## src/rtl/rr_mux_sel_sequencer_if.sv

```systemverilog
// Request/grant bundle between the requesters and the mux select sequencer.
interface rr_mux_sel_sequencer_if;
  logic [3:0] req;
  logic       en;
  logic       s0;
  logic       s1;
  logic [3:0] gnt;
  logic       busy;

  modport master (output req, input en, s0, s1, gnt, busy);
  modport slave  (input req, output en, s0, s1, gnt, busy);
endinterface

```

## src/rtl/rr_mux_sel_sequencer.sv

```systemverilog
// Round-robin sequencer driving en/s0/s1 of a decoder-based 4:1 tristate mux,
// with bounded dwell per grant and a one-cycle en=0 gap between grants.
module rr_mux_sel_sequencer #(
  parameter int unsigned DWELL = 4,
  parameter int unsigned CW    = 8
) (
  input  logic                  clk,
  input  logic                  rst,
  rr_mux_sel_sequencer_if.slave bus
);

  typedef enum logic [1:0] {IDLE, GRANT, GAP} state_t;

  state_t          state;
  logic [1:0]      sel;
  logic [1:0]      last;
  logic [CW-1:0]   cnt;
  logic            en_q;
  logic            busy_q;
  logic [3:0]      gnt_q;
  logic [1:0]      pick;

  // Scanning from the farthest offset down lets the nearest requester win.
  function automatic logic [1:0] arb(input logic [1:0] l, input logic [3:0] r);
    logic [1:0] idx;
    arb = l;
    for (int unsigned k = 4; k >= 1; k--) begin
      idx = l + 2'(k);
      if (r[idx]) arb = idx;
    end
  endfunction

  assign pick = arb(last, bus.req);

  always_ff @(posedge clk or posedge rst) begin
    if (rst) begin
      state  <= IDLE;
      sel    <= '0;
      last   <= 2'd3;
      cnt    <= '0;
      en_q   <= 1'b0;
      gnt_q  <= '0;
      busy_q <= 1'b0;
    end else begin
      case (state)
        IDLE: begin
          if (|bus.req) begin
            state  <= GRANT;
            sel    <= pick;
            cnt    <= '0;
            en_q   <= 1'b1;
            gnt_q  <= 4'b0001 << pick;
            busy_q <= 1'b1;
          end
        end
        GRANT: begin
          if (cnt == CW'(DWELL - 1) || !bus.req[sel]) begin
            state <= GAP;
            en_q  <= 1'b0;
            gnt_q <= '0;
            last  <= sel;
          end else begin
            cnt <= cnt + 1'b1;
          end
        end
        GAP: begin
          // last already holds the channel just released.
          if (|bus.req) begin
            state <= GRANT;
            sel   <= pick;
            cnt   <= '0;
            en_q  <= 1'b1;
            gnt_q <= 4'b0001 << pick;
          end else begin
            state  <= IDLE;
            busy_q <= 1'b0;
          end
        end
        default: state <= IDLE;
      endcase
    end
  end

  assign bus.en   = en_q;
  assign bus.gnt  = gnt_q;
  assign bus.busy = busy_q;
  assign bus.s0   = sel[1];
  assign bus.s1   = sel[0];

endmodule

```

## src/flat_wrapper.sv

```systemverilog
// flat-port wrapper written by rule: the top's interface ports become plain ports
module rr_mux_sel_sequencer_flat 
#(
  parameter int unsigned DWELL = 4,
  parameter int unsigned CW    = 8
)
  (clk, rst, bus_req, bus_en, bus_s0, bus_s1, bus_gnt, bus_busy);
  rr_mux_sel_sequencer_if bus_i ();
  input  logic clk;
  input  logic rst;
  input wire logic [$bits(bus_i.req)-1:0] bus_req;
  output wire logic [$bits(bus_i.en)-1:0] bus_en;
  output wire logic [$bits(bus_i.s0)-1:0] bus_s0;
  output wire logic [$bits(bus_i.s1)-1:0] bus_s1;
  output wire logic [$bits(bus_i.gnt)-1:0] bus_gnt;
  output wire logic [$bits(bus_i.busy)-1:0] bus_busy;
  assign bus_i.req = bus_req;
  assign bus_en = bus_i.en;
  assign bus_s0 = bus_i.s0;
  assign bus_s1 = bus_i.s1;
  assign bus_gnt = bus_i.gnt;
  assign bus_busy = bus_i.busy;
  rr_mux_sel_sequencer #(.DWELL(DWELL), .CW(CW)) u_core (.clk(clk), .rst(rst), .bus(bus_i));
endmodule
```

## config.mk

```make
export PLATFORM = sky130hd
export DESIGN_NAME = rr_mux_sel_sequencer_flat
export DESIGN_NICKNAME = d
export VERILOG_FILES = /design/src/rtl/rr_mux_sel_sequencer_if.sv /design/src/rtl/rr_mux_sel_sequencer.sv /design/src/flat_wrapper.sv
export SDC_FILE = /design/constraint.sdc
export NUM_CORES = 1
export LEC_CHECK = 0
export CAP_MARGIN = 20
export CORE_MARGIN = 8
export CORE_UTILIZATION = 61
export CTS_CLUSTER_SIZE = 20
export DETAILED_ROUTE_END_ITERATION = 8
export DONT_BUFFER_PORTS = 1
export GPL_TIMING_DRIVEN = 0
export MAX_ROUTING_LAYER = met4
export PLACE_DENSITY_LB_ADDON = 0.2
export REMOVE_ABC_BUFFERS = 1
export SETUP_SLACK_MARGIN = 0.5
export SYNTH_ARGS = -nofsm -noshare
export SYNTH_HDL_FRONTEND = slang
export SYNTH_SLANG_ARGS = --single-unit
```

## constraint.sdc

```tcl
create_clock -name clk -period 3.38 [get_ports clk]
set_clock_uncertainty 0.15 [all_clocks]
set_input_delay 0.676 -clock clk [delete_from_list [all_inputs] [get_ports clk]]
set_output_delay 0.676 -clock clk [all_outputs]
set_load 0.005 [all_outputs]
```

; Word-level counts from Yosys, hierarchy flattened
; Index checks and enable logic that the tools add are counted.
[word_totals]
wordCells = 63
input_bits = 6
output_inout_bits = 8
ff_bits = 20
[classes]
order_cmp = 4
shift = 1
eq_ne = 8
addsub = 4
n_mux = 26
n_reduce_logical = 13
[op_table]
columns = op, n
row1 = $mux 8, 2
row2 = $pmux 8 s2, 1
row3 = $lt 2x3->1 const B, 4
row4 = $mux 2, 5
row5 = $reduce_and 3->1, 3
row6 = $add 8x1->8 const B, 1
row7 = $bmux 1 s2, 4
row8 = $eq 8x2->1 const B, 1
row9 = $mux 1, 8
row10 = $mux 4, 2
row11 = $pmux 4 s2, 1
row12 = $ne 2x1->1 const B, 3
row13 = $pmux 2 s3, 1
row14 = $reduce_and 2->1, 3
row15 = $add 2x2->2 const B, 2
row16 = $ne 2x2->1 const B, 2
row17 = $pmux 1 s2, 2
row18 = $reduce_bool 2->1, 2
row19 = $reduce_or 4->1, 1
row20 = $shl 1x2->4 const A, 1
row21 = $add 2x1->2 const B, 1
row22 = $eq 2x1->1 const B, 1
row23 = $eq 2x2->1 const B, 1
row24 = $logic_not 2->1, 1
row25 = 3 further kinds, 3

; Logic depth before layout (Yosys ltp)
; Gate-level depths: netlist of the first run.
[logic_depth]
word_depth = 9
ltp_mapped = 6
mapped_depth_nobuf = 5

; Worst setup path before layout of the first run
; Ideal clock, no wire load.
[synth_path]
path_kind = input -> register
startpoint = in bus_req[3]
endpoint = reg u_core.last[1]
path_stages = 4
path_slack_ns = 1.401
arrival_time_ns = 1.745
t_required_ns = 3.145
setup_time_ns = 0.085
path_buffers = 0
path_cell_list = mux4_2 > o21ai_1 > nand2_2 > mux2_1
[synth_between]
elab_chain_cells = 5
[synth_rtl]
columns = element, line_no
row1 = "start, declared", flat_wrapper.sv:11  ; input wire logic [$bits(bus_i.req)-1:0] bus_req;
row2 = $bmux 1 s2, rr_mux_sel_sequencer.sv:57  ; if (cnt == CW'(DWELL - 1) || !bus.req[sel]) begin
row3 = $mux 1 (implied by the code), rr_mux_sel_sequencer.sv:57
row4 = $logic_not 1->1, rr_mux_sel_sequencer.sv:57
row5 = $logic_or 1x1->1, rr_mux_sel_sequencer.sv:57
row6 = $reduce_and 2->1 (no source line), n/a
row7 = "end signal, assigned", rr_mux_sel_sequencer.sv:61  ; last <= sel;
row8 = "end, declared", rr_mux_sel_sequencer.sv:16  ; logic [1:0] last;
; Every way passes these cells. The select of a mux whose other input is x is not followed.
; A chain may end at the register's enable or synchronous reset.

; Worst setup path in the final report of the first run
[layout_path]
startpoint = reg u_core.cnt[0]
endpoint = reg u_core.cnt[2]
[layout_between]
elab_chain_cells = 4
elab_cells_between_ends = 7
classes_between = add/sub (1) / eq/ne (2) / mux (2) / reduce/logical (2)
[layout_rtl]
columns = element, line_no
row1 = "start, declared", rr_mux_sel_sequencer.sv:17  ; logic [CW-1:0] cnt;
row2 = "start signal, assigned", rr_mux_sel_sequencer.sv:63  ; cnt <= cnt + 1'b1;
row3 = branches (longest 4 deep; another with $add 8x1->8), n/a
; Several ways; the timed one is not identified. The select of a mux whose other input is x is not followed.

==> results of run 1 <==
## power by group through the flow
stage          Sequential (mW)  Clock, mW  Combinational (mW)
2_1_floorplan            0.376          0               0.225
3_3_place_gp             0.393          0               0.267
3_5_place_dp             0.398          0               0.281
4_1_cts                  0.394      0.198               0.284
5_1_grt                  0.404      0.208               0.325
6_report                 0.391      0.197               0.282
## cell families after synthesis
logic type	count (synthesis)
AND/OR/NAND/NOR	33
flip-flops	20
adder cells (fa/ha/maj)	1
buffers and inverters	9
multiplexers	4
AO/OA/AOI/OAI	26
## path summary, 6_finish.rpt
| check | startpoint | end | slack, ns | cells past startpoint |
|---|---|---|---|---|
| worst max-delay path | u_core.cnt[0] | u_core.cnt[2] | 1.26 | 5 |
| worst min-delay path | rst | u_core.cnt[1] | 0.23 | 1 |
| worst max register to register | u_core.cnt[0] | u_core.cnt[2] | 1.26 | 5 |
| worst min register to register | u_core.state[1] | u_core.bus.busy | 0.29 | 1 |
| max in group asynchronous | rst | u_core.state[0] | 2.38 | 1 |
| min in group clk | u_core.state[1] | u_core.bus.busy | 0.29 | 1 |
## cell type report
cell class / count / area, µm²
Sequential cell: 20 / 503
Fill cell: 119 / 464
Multi-Input combinational cell: 64 / 444
Clock inverter: 1 / 30.0
Clock buffer: 3 / 22.5
Inverter: 6 / 22.5
Tap cell: 16 / 20.0
## through the flow
stage	area [µm²]	power (mW)	instances	hold WS [ns]	util (%)
final	1040	0.870	110	0.228	69.2
after global routing	1040	0.937	110	0.284	69.2
after CTS	1040	0.875	110	0.247	69.2
after detailed placement	990	0.679	106	0.275	65.7
after global placement	990	0.660	106	0.273	65.7
after floorplan	970	0.600	90	0.260	-
## cell usage after synthesis, types with 2 or more instances
cell,number
dfstp_2,2
nor3_1,2
nand3_1,3
o31ai_1,5
or3_1,2
a32o_1,4
nand2_1,4
nand4_1,3
nand2b_1,2
dfrtp_1,18
and2_1,2
nor2_1,6
a21o_1,2
a21oi_1,3
o211ai_1,5
mux2_1,2
clkbuf_1,2
inv_1,6
o21ai_0,5
## state kept, by name, indices dropped and copies added, names as in the netlist
signal	cells
u_core.bus.gnt	4
u_core.state	2
u_core.bus.busy	1
u_core.cnt	8
u_core.sel	2
u_core.last	2
u_core.bus.en	1
## metal layers
metal	up-vias	global-route usage [%]	wire length (µm)	share of wire, %
li1	351	-	-	-
met1	359	17.8	924	45
met2	18	22.3	997	48
met3	5	4.34	115	5.6
met4	0	5.84	30	1.5
met5	-	-	0	0
## worst reg2reg max path, stage by stage, from the launching register on
cell and delay [ns]:
dfrtp_1 0.42, ha_1 0.23, or4b_1 0.49, o211ai_1 0.51, o211ai_1 0.14, o31ai_1 0.10
==> impl_metrics.json, run 1 <==
{
  "cp_max_fo": 7,
  "period_share_pct": 62.7,
  "critPathLaunchType": "flop",
  "yosys.area_share.simple_pct": 19.9,
  "ios": 14,
  "yosysSeqAreaShare_pct": 51.2,
  "syn_avg_cell_area_um2": 10.6,
  "power_leakage_nw": 0.436,
  "power_frac_clock_pct": 22.6,
  "synth-async-reset-ratio_pct": 100,
  "pwr-share-seq_pct": 45.0,
  "layout_common_cells": "18 x dfrtp_1, 6 x nor2_1, 6 x inv_1",
  "max-cap-violations": 0,
  "grt_pass1_wl_um": 3760,
  "grt_overflow": 0,
  "nNetsFinal": 102,
  "grt_usage_pct": 14.7,
  "power.net_switching_mw": 0.320,
  "synth_top_family_by_area": "simple AND/OR/NAND/NOR gates",
  "setup_tns_ns": 0,
  "ir_drop_mv": 0.509,
  "crit_top_cell": "o211ai_1",
  "dp_hpwl_um": 1530,
  "netlist.area_leader.share_pct": 45.9,
  "drc_errors": 0,
  "ctsLongestPathBuffers": 2,
  "synthMuxAreaShare_pct": 5.61,
  "finalSetupViolCount": 0,
  "synthCells": 93,
  "cp_slowest_cell": "o211ai_1",
  "row_count": 14,
  "internal-power_mw": 0.550,
  "antenna_cells": 0,
  "antenna_found_initial": 0,
  "tightest_slew_ns": 0.766,
  "grt_max_degree": 21,
  "status": "finished clean",
  "synth.area.top_cells": "dfrtp_1 46%, dfstp_2 5.4%, a32o_1 4.1%, o211ai_1 3.8%, o31ai_1 3.8%",
  "port-buffer-count": 0,
  "synth.distinct_cells": 34,
  "fp.dieH_um": 56.1,
  "cts_root_buf": "clkbuf_4",
  "required_ns": 3.45,
  "cp_slowest_stage_delay_ns": 0.51,
  "cts-htree-levels": 1,
  "wl_um": 2070,
  "worst-path-buf-inv": 0,
  "timing.fmax_ghz": 0.472,
  "post_cts_buffers": 0,
  "vias": 733,
  "cts.repair.resized": 0,
  "synth_compound_area_share_pct": 18.5,
  "critPathArrivalTime_ns": 2.19,
  "synth_fa_ha_area_share_pct": 1.27,
  "worstSetupEndpointType": "flop",
  "worst_slack_ns": 1.26,
  "dieArea_um2": 3150,
  "syn_area_um2": 982,
  "avgViaCountPerCell": 6.66,
  "dr.pass1.iters": 4,
  "first_iter_violations": 9,
  "synth_xor_area_share_pct": 0,
  "gp_congestion": 0.851,
  "clock_latency_ns": 0.30,
  "synthFlopType": "dfrtp_1",
  "period_needed_ns": 2.12,
  "final_layout_size_suffix_gt1_share_pct": 9.57,
  "syn2layout_area_growth_pct": 6.11,
  "critical_path.top_delay_family": "compound AO/OA/AOI/OAI gates",
  "relSlewSlack_pct": 48.9,
  "grt_pass1_vias": 808,
  "hold_viol": 0,
  "cts_buffers": 3,
  "cts_num_sinks": 20,
  "rsz0062_at_grt": "no",
  "cp_cell_sequence": "ha_1, or4b_1, o211ai_1, o211ai_1, o31ai_1",
  "die_w_um": 56.1,
  "dp_slack_ns": 1.09,
  "core_um2": 1510,
  "p_per_area_nw_per_um2": 835,
  "postRouteAntennaNets": 0,
  "ys_ff_latch": 20,
  "cts.clk_slew.worst_paths_ns": 0.11,
  "start_util_pct": 65.2,
  "slew_viol_final": 0,
  "wl_per_cell_um": 18.8,
  "min_path_type": "primary input to asynchronous set/reset pin",
  "cts_tree": "done",
  "synth_edf_count": 0,
  "synth_area_leader_cell": "dfrtp_1",
  "combPwrFrac_pct": 32.4,
  "postCtsHoldBufs": 0,
  "synth_warnings": 0,
  "path_class": "flop to flop",
  "final_common_cell": "dfrtp_1",
  "swShare_pct": 36.8
}
Power figures use the tool's default switching activity.
==> run 2: changes to the inputs <==
--- a/config.mk
+++ b/config.mk
@@ -6,8 +6,9 @@
 export NUM_CORES = 1
 export LEC_CHECK = 0
 export CAP_MARGIN = 20
+export CORE_ASPECT_RATIO = 0.8
 export CORE_MARGIN = 8
-export CORE_UTILIZATION = 61
+export CORE_UTILIZATION = 54
 export CTS_CLUSTER_SIZE = 20
 export DETAILED_ROUTE_END_ITERATION = 8
 export DONT_BUFFER_PORTS = 1
==> constraint.sdc (replaced) <==
create_clock -name clk -period 1.9 [get_ports clk]
set_clock_uncertainty 0.15 [all_clocks]
set_input_delay 0.38 -clock clk [delete_from_list [all_inputs] [get_ports clk]]
set_output_delay 0.38 -clock clk [all_outputs]
set_load 0.005 [all_outputs]
==> run 2 against run 1 <==
- routed wire length increased by 12%
- worst setup slack got worse by 1.2 ns
- first-iteration DRC count increased to 5.3 times the previous value
- cell count increased by 17%
- clock power increased by 75%
- fmax increased by 15%
- non-clock buffer count increased by 13
- critical path depth unchanged
- critical endpoint is now u_core.bus.gnt[0]
- highest routed layer unchanged
==> impl_metrics.json, run 2 (synthesis results as in run 1) <==
{
  "grt_busiest_layer": "met2",
  "stdcell_area_um2": 1270,
  "seq_area_um2": 504,
  "tightest_slew_ns": 0.615,
  "min_path_type": "primary input to flop",
  "hold_viol": 0,
  "critPathArrivalTime_ns": 1.90,
  "finalCoreUtilization_pct": 75.7,
  "placed_cell_area_um2": 997,
  "grt_overflow": 0,
  "dp_hpwl_um": 1370,
  "first_iter_violations": 48,
  "top_register": "u_core.cnt",
  "critPathLaunchType": "flop",
  "dr.pass1.iters": 4,
  "cts_buffers": 3,
  "timing.fmax_ghz": 0.542,
  "max-cap-violations": 0,
  "antenna_cells": 0,
  "required_ns": 1.95,
  "gp_congestion": 0.742,
  "start_util_pct": 58.6,
  "wl_per_cell_um": 17.9,
  "relSlewSlack_pct": 58.6,
  "row_count": 13,
  "cts_root_buf": "clkbuf_4",
  "layout_common_cells": "17 x dfrtp_1, 9 x buf_4, 5 x nor2_1, 5 x o211ai_1",
  "final_common_cell": "dfrtp_1",
  "clock_latency_ns": 0.30,
  "ios": 14,
  "final_layout_size_suffix_gt1_share_pct": 37.4,
  "grt_use_met1_pct": 15.4,
  "port-buffer-count": 0,
  "antenna_found_initial": 0,
  "nNetsFinal": 115,
  "avgViaCountPerCell": 6.35,
  "wl_um": 2310,
  "cp_cell_sequence": "ha_2, or4b_4, o21ai_4, nand2_4, a32o_1",
  "grt_usage_pct": 14.3,
  "die_w_um": 63.7,
  "cp_max_fo": 8,
  "postRouteAntennaNets": 0,
  "use_met2_pct": 22.9,
  "cp_slowest_cell": "or4b_4",
  "grt_use_met3_pct": 7.04,
  "fp.dieH_um": 54.1,
  "ctsLongestPathBuffers": 2,
  "largest_reg_flops": 8,
  "cp_slowest_stage_delay_ns": 0.49,
  "syn2layout_area_growth_pct": 29.0,
  "period_needed_ns": 1.84,
  "status": "finished clean",
  "vias": 819,
  "cts_num_sinks": 20,
  "grt_pass1_wl_um": 3650,
  "ir_drop_mv": 1.03,
  "core_um2": 1680,
  "dieArea_um2": 3450,
  "grt_max_degree": 21,
  "slew_viol_final": 0,
  "cts.clk_slew.worst_paths_ns": 0.11,
  "worstSetupEndpointType": "flop",
  "drc_errors": 0,
  "multiInputGateArea_um2": 543,
  "grt_pass1_vias": 774,
  "cts_tree": "done",
  "power_mw": 1.88,
  "rsz0062_at_grt": "yes",
  "path_class": "flop to flop",
  "num-fill-cells": 110,
  "finalSetupViolCount": 0,
  "cts-htree-levels": 1,
  "p_per_area_nw_per_um2": 1480,
  "period_share_pct": 97.1,
  "power_leakage_nw": 0.524
}
-- run 2: what timing repair did --
item,4_1_cts,5_1_grt
resized for setup,23,10
hold buffers,1,0
setup endpoints to repair,19,37
pin swaps,14,5
setup buffers,10,2
hold endpoints to repair,18,0
-- run 2: per-stage QoR --
step                      instances  hold WS, ns  TNS [ns]  setup WS [ns]
after floorplan                  90        0.192         0         0.0716
after global placement          112        0.277    -0.605         -0.150
after detailed placement        112        0.277    -0.669         -0.157
after CTS                       127        0.269         0         0.0693
after global routing            129        0.304         0        0.00819
final                           129        0.287         0         0.0556
-- run 2: layout make-up --
class,instances,share of cell area [%]
Multi-Input combinational cell,64,42.8
Sequential cell,20,39.8
Timing Repair Buffer,13,8.79
Clock inverter,1,2.37
Inverter,6,2.27
Tap cell,22,2.17
Clock buffer,3,1.78
-- run 2: path summary, 6_finish.rpt --
kind	startpoint	to	slack, ns	cells after the start
hold / removal	bus_req[2]	u_core.bus.busy	0.29	4
min in group asynchronous	rst	u_core.state[1]	0.39	2
hold reg to reg	u_core.state[1]	u_core.bus.busy	0.30	1
setup / recovery	u_core.cnt[0]	u_core.bus.gnt[0]	0.06	5
setup reg to reg	u_core.cnt[0]	u_core.bus.gnt[0]	0.06	5
max in group asynchronous	rst	u_core.last[0]	0.91	2
-- run 2: critical path: cells and delay by family (launching register included) --
| family | cells | cell delay (ns) |
|---|---|---|
| AOI/OAI and AO/OA | 2 | 0.43 |
| adders and majority gates | 1 | 0.19 |
| DFF | 1 | 0.38 |
| and+or+nand+nor | 2 | 0.59 |
-- run 2: where the power goes --
part	leakage (nW)	internal, mW	switching [mW]
logic	0.246	0.414	0.428
registers	0.250	0.568	0.121
clock network	0.0279	0.213	0.132
-- run 2: metal layers --
| layer | share of wire (%) | up-vias |
|---|---|---|
| met1 | 44 | 411 |
| met2 | 45 | 25 |
| met5 | 0 | - |
| li1 | - | 377 |
| met4 | 1.3 | 0 |
| met3 | 9.1 | 6 |
